--- src/rtl/ads5404_init_ctrl_if.sv ---
// Control and status bundle between the ADS5404 bring-up sequencer and its surroundings.
// The master side is the sequencer: it consumes start/pll_locked and drives everything else.
interface ads5404_init_ctrl_if;
   logic        start;
   logic        pll_locked;
   logic        user_rst;
   logic        user_enable;
   logic        user_sync;
   logic        ready;
   logic        error;
   logic [2:0]  state;
   logic [3:0]  retry_count;
   logic [15:0] lock_loss_count;

   modport master (
      input  start, pll_locked,
      output user_rst, user_enable, user_sync, ready, error,
             state, retry_count, lock_loss_count
   );

   modport slave (
      output start, pll_locked,
      input  user_rst, user_enable, user_sync, ready, error,
             state, retry_count, lock_loss_count
   );
endinterface

--- src/rtl/ads5404_init_ctrl.sv ---
// ADS5404 capture bring-up sequencer: power-up, reset, PLL lock, SYNC, settle,
// then supervision of the capture PLL lock with a bounded number of re-sequences.
// Runs on the free-running fabric clock; pll_locked is resynchronized locally.
module ads5404_init_ctrl #(
   parameter int PWRUP_CYCLES  = 256,
   parameter int RST_CYCLES    = 64,
   parameter int LOCK_TIMEOUT  = 65536,
   parameter int SYNC_CYCLES   = 16,
   parameter int SETTLE_CYCLES = 1024,
   parameter int MAX_RETRIES   = 3
) (
   input logic                 clk,
   input logic                 rst,
   ads5404_init_ctrl_if.master ctl
);

   typedef enum logic [2:0] {
      ST_IDLE      = 3'd0,
      ST_PWRUP     = 3'd1,
      ST_RESET     = 3'd2,
      ST_WAIT_LOCK = 3'd3,
      ST_SYNC      = 3'd4,
      ST_SETTLE    = 3'd5,
      ST_RUN       = 3'd6,
      ST_FAIL      = 3'd7
   } state_t;

   // One shared down-counter times every state; size it for the longest one.
   localparam int MAX_A   = (PWRUP_CYCLES > RST_CYCLES) ? PWRUP_CYCLES : RST_CYCLES;
   localparam int MAX_B   = (LOCK_TIMEOUT > SYNC_CYCLES) ? LOCK_TIMEOUT : SYNC_CYCLES;
   localparam int MAX_AB  = (MAX_A > MAX_B) ? MAX_A : MAX_B;
   localparam int MAX_ALL = (MAX_AB > SETTLE_CYCLES) ? MAX_AB : SETTLE_CYCLES;
   localparam int CNT_W   = $clog2(MAX_ALL) + 1;

   // retry_count is 4 bits wide, so a larger limit behaves as 15.
   localparam logic [3:0] RETRY_LIMIT = (MAX_RETRIES > 15) ? 4'd15 : 4'(MAX_RETRIES);

   logic             lock_meta_reg;
   logic             lock_s_reg;
   state_t           state_reg, state_next;
   logic [CNT_W-1:0] cnt_reg, cnt_next;
   logic [3:0]       retry_reg, retry_next;
   logic [15:0]      loss_reg, loss_next;
   logic             retry_evt;
   logic             user_rst_reg, user_rst_next;
   logic             user_enable_reg, user_enable_next;
   logic             user_sync_reg, user_sync_next;
   logic             ready_reg, ready_next;
   logic             error_reg, error_next;

   // Counter preload on state entry: the state then lasts exactly N cycles.
   function automatic logic [CNT_W-1:0] entry_count(input state_t s);
      case (s)
         ST_PWRUP:     entry_count = CNT_W'(PWRUP_CYCLES - 1);
         ST_RESET:     entry_count = CNT_W'(RST_CYCLES - 1);
         ST_WAIT_LOCK: entry_count = CNT_W'(LOCK_TIMEOUT - 1);
         ST_SYNC:      entry_count = CNT_W'(SYNC_CYCLES - 1);
         ST_SETTLE:    entry_count = CNT_W'(SETTLE_CYCLES - 1);
         default:      entry_count = '0;
      endcase
   endfunction

   // Two-flop synchronizer for the asynchronous PLL lock.
   always_ff @(posedge clk) begin
      if (rst) begin
         lock_meta_reg <= 1'b0;
         lock_s_reg    <= 1'b0;
      end else begin
         lock_meta_reg <= ctl.pll_locked;
         lock_s_reg    <= lock_meta_reg;
      end
   end

   // Next-state logic, including the shared retry-event resolution.
   always_comb begin
      state_next = state_reg;
      retry_next = retry_reg;
      loss_next  = loss_reg;
      retry_evt  = 1'b0;
      case (state_reg)
         ST_IDLE: begin
            if (ctl.start) begin
               state_next = ST_PWRUP;
               retry_next = '0;
            end
         end
         ST_PWRUP:  if (cnt_reg == '0) state_next = ST_RESET;
         ST_RESET:  if (cnt_reg == '0) state_next = ST_WAIT_LOCK;
         ST_WAIT_LOCK: begin
            if (lock_s_reg)          state_next = ST_SYNC;
            else if (cnt_reg == '0)  retry_evt  = 1'b1;
         end
         // Lock loss during SYNC is deliberately ignored; SETTLE checks the level,
         // so a loss that began in SYNC is still caught on SETTLE entry.
         ST_SYNC:   if (cnt_reg == '0) state_next = ST_SETTLE;
         ST_SETTLE: begin
            if (!lock_s_reg)         retry_evt  = 1'b1;
            else if (cnt_reg == '0)  state_next = ST_RUN;
         end
         // RUN is only entered with lock_s high, so the first low cycle is the falling edge.
         ST_RUN: begin
            if (!lock_s_reg) begin
               retry_evt = 1'b1;
               if (loss_reg != 16'hFFFF) loss_next = loss_reg + 16'd1;
            end
         end
         ST_FAIL: begin
            if (ctl.start) begin
               state_next = ST_PWRUP;
               retry_next = '0;
            end
         end
         default: state_next = ST_IDLE;
      endcase
      // Enable stays high on a retry, so power-up is skipped and we go straight to RESET.
      if (retry_evt) begin
         if (retry_reg < RETRY_LIMIT) begin
            retry_next = retry_reg + 4'd1;
            state_next = ST_RESET;
         end else begin
            state_next = ST_FAIL;
         end
      end
   end

   // Counter: preload when the state changes, otherwise count down and hold at zero.
   always_comb begin
      cnt_next = cnt_reg;
      if (state_next != state_reg)
         cnt_next = entry_count(state_next);
      else if (cnt_reg != '0)
         cnt_next = cnt_reg - 1'b1;
   end

   // Output decode from the next state so the outputs are registered with the state.
   always_comb begin
      user_rst_next    = 1'b0;
      user_enable_next = 1'b0;
      user_sync_next   = 1'b0;
      ready_next       = 1'b0;
      error_next       = 1'b0;
      case (state_next)
         ST_IDLE:                 user_rst_next = 1'b1;
         ST_PWRUP, ST_RESET: begin
            user_rst_next    = 1'b1;
            user_enable_next = 1'b1;
         end
         ST_WAIT_LOCK, ST_SETTLE: user_enable_next = 1'b1;
         ST_SYNC: begin
            user_enable_next = 1'b1;
            user_sync_next   = 1'b1;
         end
         ST_RUN: begin
            user_enable_next = 1'b1;
            ready_next       = 1'b1;
         end
         ST_FAIL: begin
            user_rst_next = 1'b1;
            error_next    = 1'b1;
         end
         default:                 user_rst_next = 1'b1;
      endcase
   end

   // State, counters and registered outputs.
   always_ff @(posedge clk) begin
      if (rst) begin
         state_reg       <= ST_IDLE;
         cnt_reg         <= '0;
         retry_reg       <= '0;
         loss_reg        <= '0;
         user_rst_reg    <= 1'b1;
         user_enable_reg <= 1'b0;
         user_sync_reg   <= 1'b0;
         ready_reg       <= 1'b0;
         error_reg       <= 1'b0;
      end else begin
         state_reg       <= state_next;
         cnt_reg         <= cnt_next;
         retry_reg       <= retry_next;
         loss_reg        <= loss_next;
         user_rst_reg    <= user_rst_next;
         user_enable_reg <= user_enable_next;
         user_sync_reg   <= user_sync_next;
         ready_reg       <= ready_next;
         error_reg       <= error_next;
      end
   end

   assign ctl.user_rst        = user_rst_reg;
   assign ctl.user_enable     = user_enable_reg;
   assign ctl.user_sync       = user_sync_reg;
   assign ctl.ready           = ready_reg;
   assign ctl.error           = error_reg;
   assign ctl.state           = state_reg;
   assign ctl.retry_count     = retry_reg;
   assign ctl.lock_loss_count = loss_reg;

endmodule
--- src/flat_wrapper.sv ---
// flat-port wrapper written by rule: the top's interface ports become plain ports
module ads5404_init_ctrl_flat 
#(
   parameter int PWRUP_CYCLES  = 256,
   parameter int RST_CYCLES    = 64,
   parameter int LOCK_TIMEOUT  = 65536,
   parameter int SYNC_CYCLES   = 16,
   parameter int SETTLE_CYCLES = 1024,
   parameter int MAX_RETRIES   = 3
)
  (clk, rst, ctl_start, ctl_pll_locked, ctl_user_rst, ctl_user_enable, ctl_user_sync, ctl_ready, ctl_error, ctl_state, ctl_retry_count, ctl_lock_loss_count);
  ads5404_init_ctrl_if ctl_i ();
  input logic clk;
  input logic rst;
  input wire logic [$bits(ctl_i.start)-1:0] ctl_start;
  input wire logic [$bits(ctl_i.pll_locked)-1:0] ctl_pll_locked;
  output wire logic [$bits(ctl_i.user_rst)-1:0] ctl_user_rst;
  output wire logic [$bits(ctl_i.user_enable)-1:0] ctl_user_enable;
  output wire logic [$bits(ctl_i.user_sync)-1:0] ctl_user_sync;
  output wire logic [$bits(ctl_i.ready)-1:0] ctl_ready;
  output wire logic [$bits(ctl_i.error)-1:0] ctl_error;
  output wire logic [$bits(ctl_i.state)-1:0] ctl_state;
  output wire logic [$bits(ctl_i.retry_count)-1:0] ctl_retry_count;
  output wire logic [$bits(ctl_i.lock_loss_count)-1:0] ctl_lock_loss_count;
  assign ctl_i.start = ctl_start;
  assign ctl_i.pll_locked = ctl_pll_locked;
  assign ctl_user_rst = ctl_i.user_rst;
  assign ctl_user_enable = ctl_i.user_enable;
  assign ctl_user_sync = ctl_i.user_sync;
  assign ctl_ready = ctl_i.ready;
  assign ctl_error = ctl_i.error;
  assign ctl_state = ctl_i.state;
  assign ctl_retry_count = ctl_i.retry_count;
  assign ctl_lock_loss_count = ctl_i.lock_loss_count;
  ads5404_init_ctrl #(.PWRUP_CYCLES(PWRUP_CYCLES), .RST_CYCLES(RST_CYCLES), .LOCK_TIMEOUT(LOCK_TIMEOUT), .SYNC_CYCLES(SYNC_CYCLES), .SETTLE_CYCLES(SETTLE_CYCLES), .MAX_RETRIES(MAX_RETRIES)) u_core (.clk(clk), .rst(rst), .ctl(ctl_i));
endmodule
--- config.mk ---
export PLATFORM = sky130hd
export DESIGN_NAME = ads5404_init_ctrl_flat
export DESIGN_NICKNAME = d
export VERILOG_FILES = /design/src/rtl/ads5404_init_ctrl_if.sv /design/src/rtl/ads5404_init_ctrl.sv /design/src/flat_wrapper.sv
export SDC_FILE = /design/constraint.sdc
export NUM_CORES = 1
export LEC_CHECK = 0
export ABC_AREA = 1
export CORE_MARGIN = 2
export CORE_UTILIZATION = 62
export CTS_BUF_LIST = sky130_fd_sc_hd__clkbuf_4 sky130_fd_sc_hd__clkbuf_8
export DETAILED_ROUTE_END_ITERATION = 6
export PLACE_DENSITY = 0.93
export SYNTH_ARGS = -nofsm -noshare
export SYNTH_HDL_FRONTEND = slang
export SYNTH_SLANG_ARGS = --single-unit
--- constraint.sdc ---
create_clock -name clk -period 4 [get_ports clk]
set_input_delay 0.6 -clock clk [delete_from_list [all_inputs] [get_ports clk]]
set_output_delay 0.6 -clock clk [all_outputs]
set_load 0.05 [all_outputs]
==> impl_metrics.yaml <==
outcome:
  status: "completed"
critical_path:
  critical_path_arrival_ns: 2.64
  cp.required_ns: 4.19
  cp_max_fo: 13
  crit_type: "flip-flop to flip-flop"
  startpoint_type: "flip-flop"
  end_kind: "flip-flop"
synth:
  mappedNetlistNets: 378
  synth_edf_count: 0
  yosysTopAreaCellShare_pct: 36.0
  synth_area_um2: 2610
  yosysUniqueCellTypes: 35
  yosysTopAreaCell: "dfxtp_1"
  ys_ff_latch: 47
  yosys_warnings: 0
  async_flop_share_pct: 0
  synth_seq_area_share_pct: 36.0
  syn_avg_cell_area_um2: 7.06
  synth_area_leaders: "dfxtp_1 (36%), nand2_1 (11%), nor2_1 (6.5%)"
  synth_ff_type: "dfxtp_1"
  synthCells: 370
run:
  drv_cap: 0
global_route:
  antenna_found_initial: 0
  grt_pass1_wl_um: 9980
  grt_max_degree: 24
  grt.total_usage_pct: 28.2
  grt_pass1_vias: 2367
  overflow: 0
die:
  floorplan.initialDensity_pct: 64.8
  core_um2: 4030
  row_count: 23
  fp.dieW_um: 68.9
  die_h_um: 68.9
  ios: 32
  design.die.area_um2: 4750
clock_tree:
  postCtsHoldBufs: 0
  clk_pin_slew_ns: 0.09
  insertion_delay_ns: 0.31
  cts_sinks: 47
  cts_buffers: 5
  post-cts-setup-buffers: 0
  cts_resized: 0
  cts_buffer_depth: 2
  htree_levels: 2
  tritoncts: "done"
  cts_root_buffer: "clkbuf_8"
routing:
  dr.pass1.iters: 5
  wl_met1_um: 2720
  wl_per_cell_um: 13.5
  drtIter0Drc: 224
  drc_errors: 0
  dr.max_layer_used: "met4"
  dr_wl_met2_um: 2990
  wl_um: 6150
  wl_met3_um: 307
  antenna_left: 0
  via_per_inst: 5.76
  via_count: 2615
pwr:
  vdd_drop_max_mv: 0.255
  power_mw: 1.70
  clkPwrFrac_pct: 18.0
  p_switching_mw: 0.767
  intPower_mw: 0.935
  power_density_nw_per_um2: 558
  combPwrFrac_pct: 48.3
  p_leak_nw: 1.26
  p_seq_share_pct: 33.7
  swShare_pct: 45.1
layout:
  final_cell_count_no_fill: 454
  syn2layout_area_growth_pct: 16.8
  n_fill_cell: 284
  largest_reg_flops: 17
  multiInputGateArea_um2: 1460
  mostFrequentLayoutCell: "nand2_1"
  layout.area.seq_um2: 941
  most-common-layout-cells: "nand2_1 (75), dfxtp_1 (47), nor2_1 (45)"
  diodes: 0
  fin_nets: 411
  drive_gt1_share_pct: 12.9
timing:
  rsz0062_at_grt: "false"
  slew_viol_final: 0
  maxSlewHeadroom_pct: 64.2
  timing.final.ws_setup_ns: 1.55
  period_share_pct: 61.3
  fin_crit_ns: 2.45
  worstMarginPinSlew_ns: 0.532
  worst_clock_skew_ns: 0.00750
  finalSetupViolCount: 0
  hold_viol: 0
  fmax_mhz: 408
  finalSetupTns_ns: 0
  holdWs_ns: 0.423
worst_hold_path:
  hp-class: "flip-flop to flip-flop"
placed_design:
  gp_congestion: 0.864
  io_buffers: 31
  dp_cells: 446
  pre_cts_ws_ns: 1.44
  place_hpwl_um: 4440
[power by group through the flow]
stage	Combinational [mW]	Sequential, mW	Clock (mW)
after CTS	0.809	0.573	0.309
after global routing	0.916	0.580	0.328
after detailed placement	0.796	0.584	0
final	0.822	0.574	0.306
after global placement	0.773	0.581	0
after floorplan	0.637	0.602	0
[layer usage]
metal,up-vias,global-route usage (%)
met5,-,0
met4,0,10.0
met3,21,6.33
met2,96,48.0
met1,1208,34.9
li1,1290,-
[per-stage QoR]
| stage | utilization (%) | area [um^2] |
|---|---|---|
| floorplan | - | 2610 |
| global placement | 73.2 | 2950 |
| detailed placement | 73.2 | 2950 |
| CTS | 75.7 | 3050 |
| global route | 75.7 | 3050 |
| finish | 75.7 | 3050 |
[cell usage after synthesis (2+ instances only)]
| library cell | instances |
|---|---|
| nand2_2 | 10 |
| nand4_1 | 9 |
| nand3_2 | 4 |
| nor2_1 | 45 |
| ha_1 | 4 |
| clkinv_2 | 2 |
| nand3_1 | 30 |
| nor3_1 | 12 |
| xnor2_1 | 2 |
| dfxtp_1 | 47 |
| nor2_2 | 3 |
| nor2_4 | 5 |
| inv_2 | 10 |
| o21ai_0 | 12 |
| o31ai_1 | 4 |
| nand2_4 | 3 |
| nand2_1 | 75 |
| buf_6 | 2 |
| inv_1 | 32 |
| clkbuf_1 | 3 |
| nand3b_1 | 2 |
| a21oi_1 | 23 |
| xor2_1 | 9 |
| o211ai_1 | 2 |
| nor3_2 | 4 |
| nor4_1 | 7 |
[kinds of logic (layout without fill, tap and decap cells)]
family | count (synthesis) | count (layout) | synth area share (%)
flops | 47 | 47 | 36.0
fa+ha+maj | 4 | 4 | 1.92
xor+xnor | 11 | 11 | 3.69
simple gates | 212 | 212 | 40.1
buf+inv | 50 | 84 | 8.00
compound gates | 46 | 46 | 10.3
[critical path, cell delays in order (launching register included)]
cell and delay (ns):
dfxtp_1 0.31, inv_1 0.15, ha_1 0.20, inv_1 0.04
nor2_1 0.07, nand2_1 0.08, nor2_4 0.13, nand3_2 0.11
nand3_1 0.15, nand2_2 0.13, nand2_1 0.10, nand2_2 0.07
nor2_4 0.31, nand2_4 0.13, clkinv_2 0.12, nand2_2 0.09
nand2_1 0.09, nor2_1 0.04
[cell type report]
class | count | area share (%)
clock buffer | 6 | 2.71
clock inverter | 2 | 0.533
inverter | 44 | 5.50
multi-input combinational | 273 | 47.9
sequential | 47 | 30.9
tap | 50 | 2.05
timing repair buffer | 32 | 10.4
[path summary, 6_finish.rpt]
check | from | end | slack [ns] | cells after the start
setup / recovery | u_core.cnt_reg[0]$_SDFFE_PP0P_ | u_core.cnt_reg[4]$_SDFFE_PP0P_ | 1.55 | 17
hold / removal | u_core.lock_meta_reg$_SDFF_PP0_ | u_core.lock_s_reg$_SDFF_PP0_ | 0.42 | 2
setup reg to reg | u_core.cnt_reg[0]$_SDFFE_PP0P_ | u_core.cnt_reg[4]$_SDFFE_PP0P_ | 1.55 | 17
hold reg to reg | u_core.lock_meta_reg$_SDFF_PP0_ | u_core.lock_s_reg$_SDFF_PP0_ | 0.42 | 2
Power figures use the tool's default switching activity.
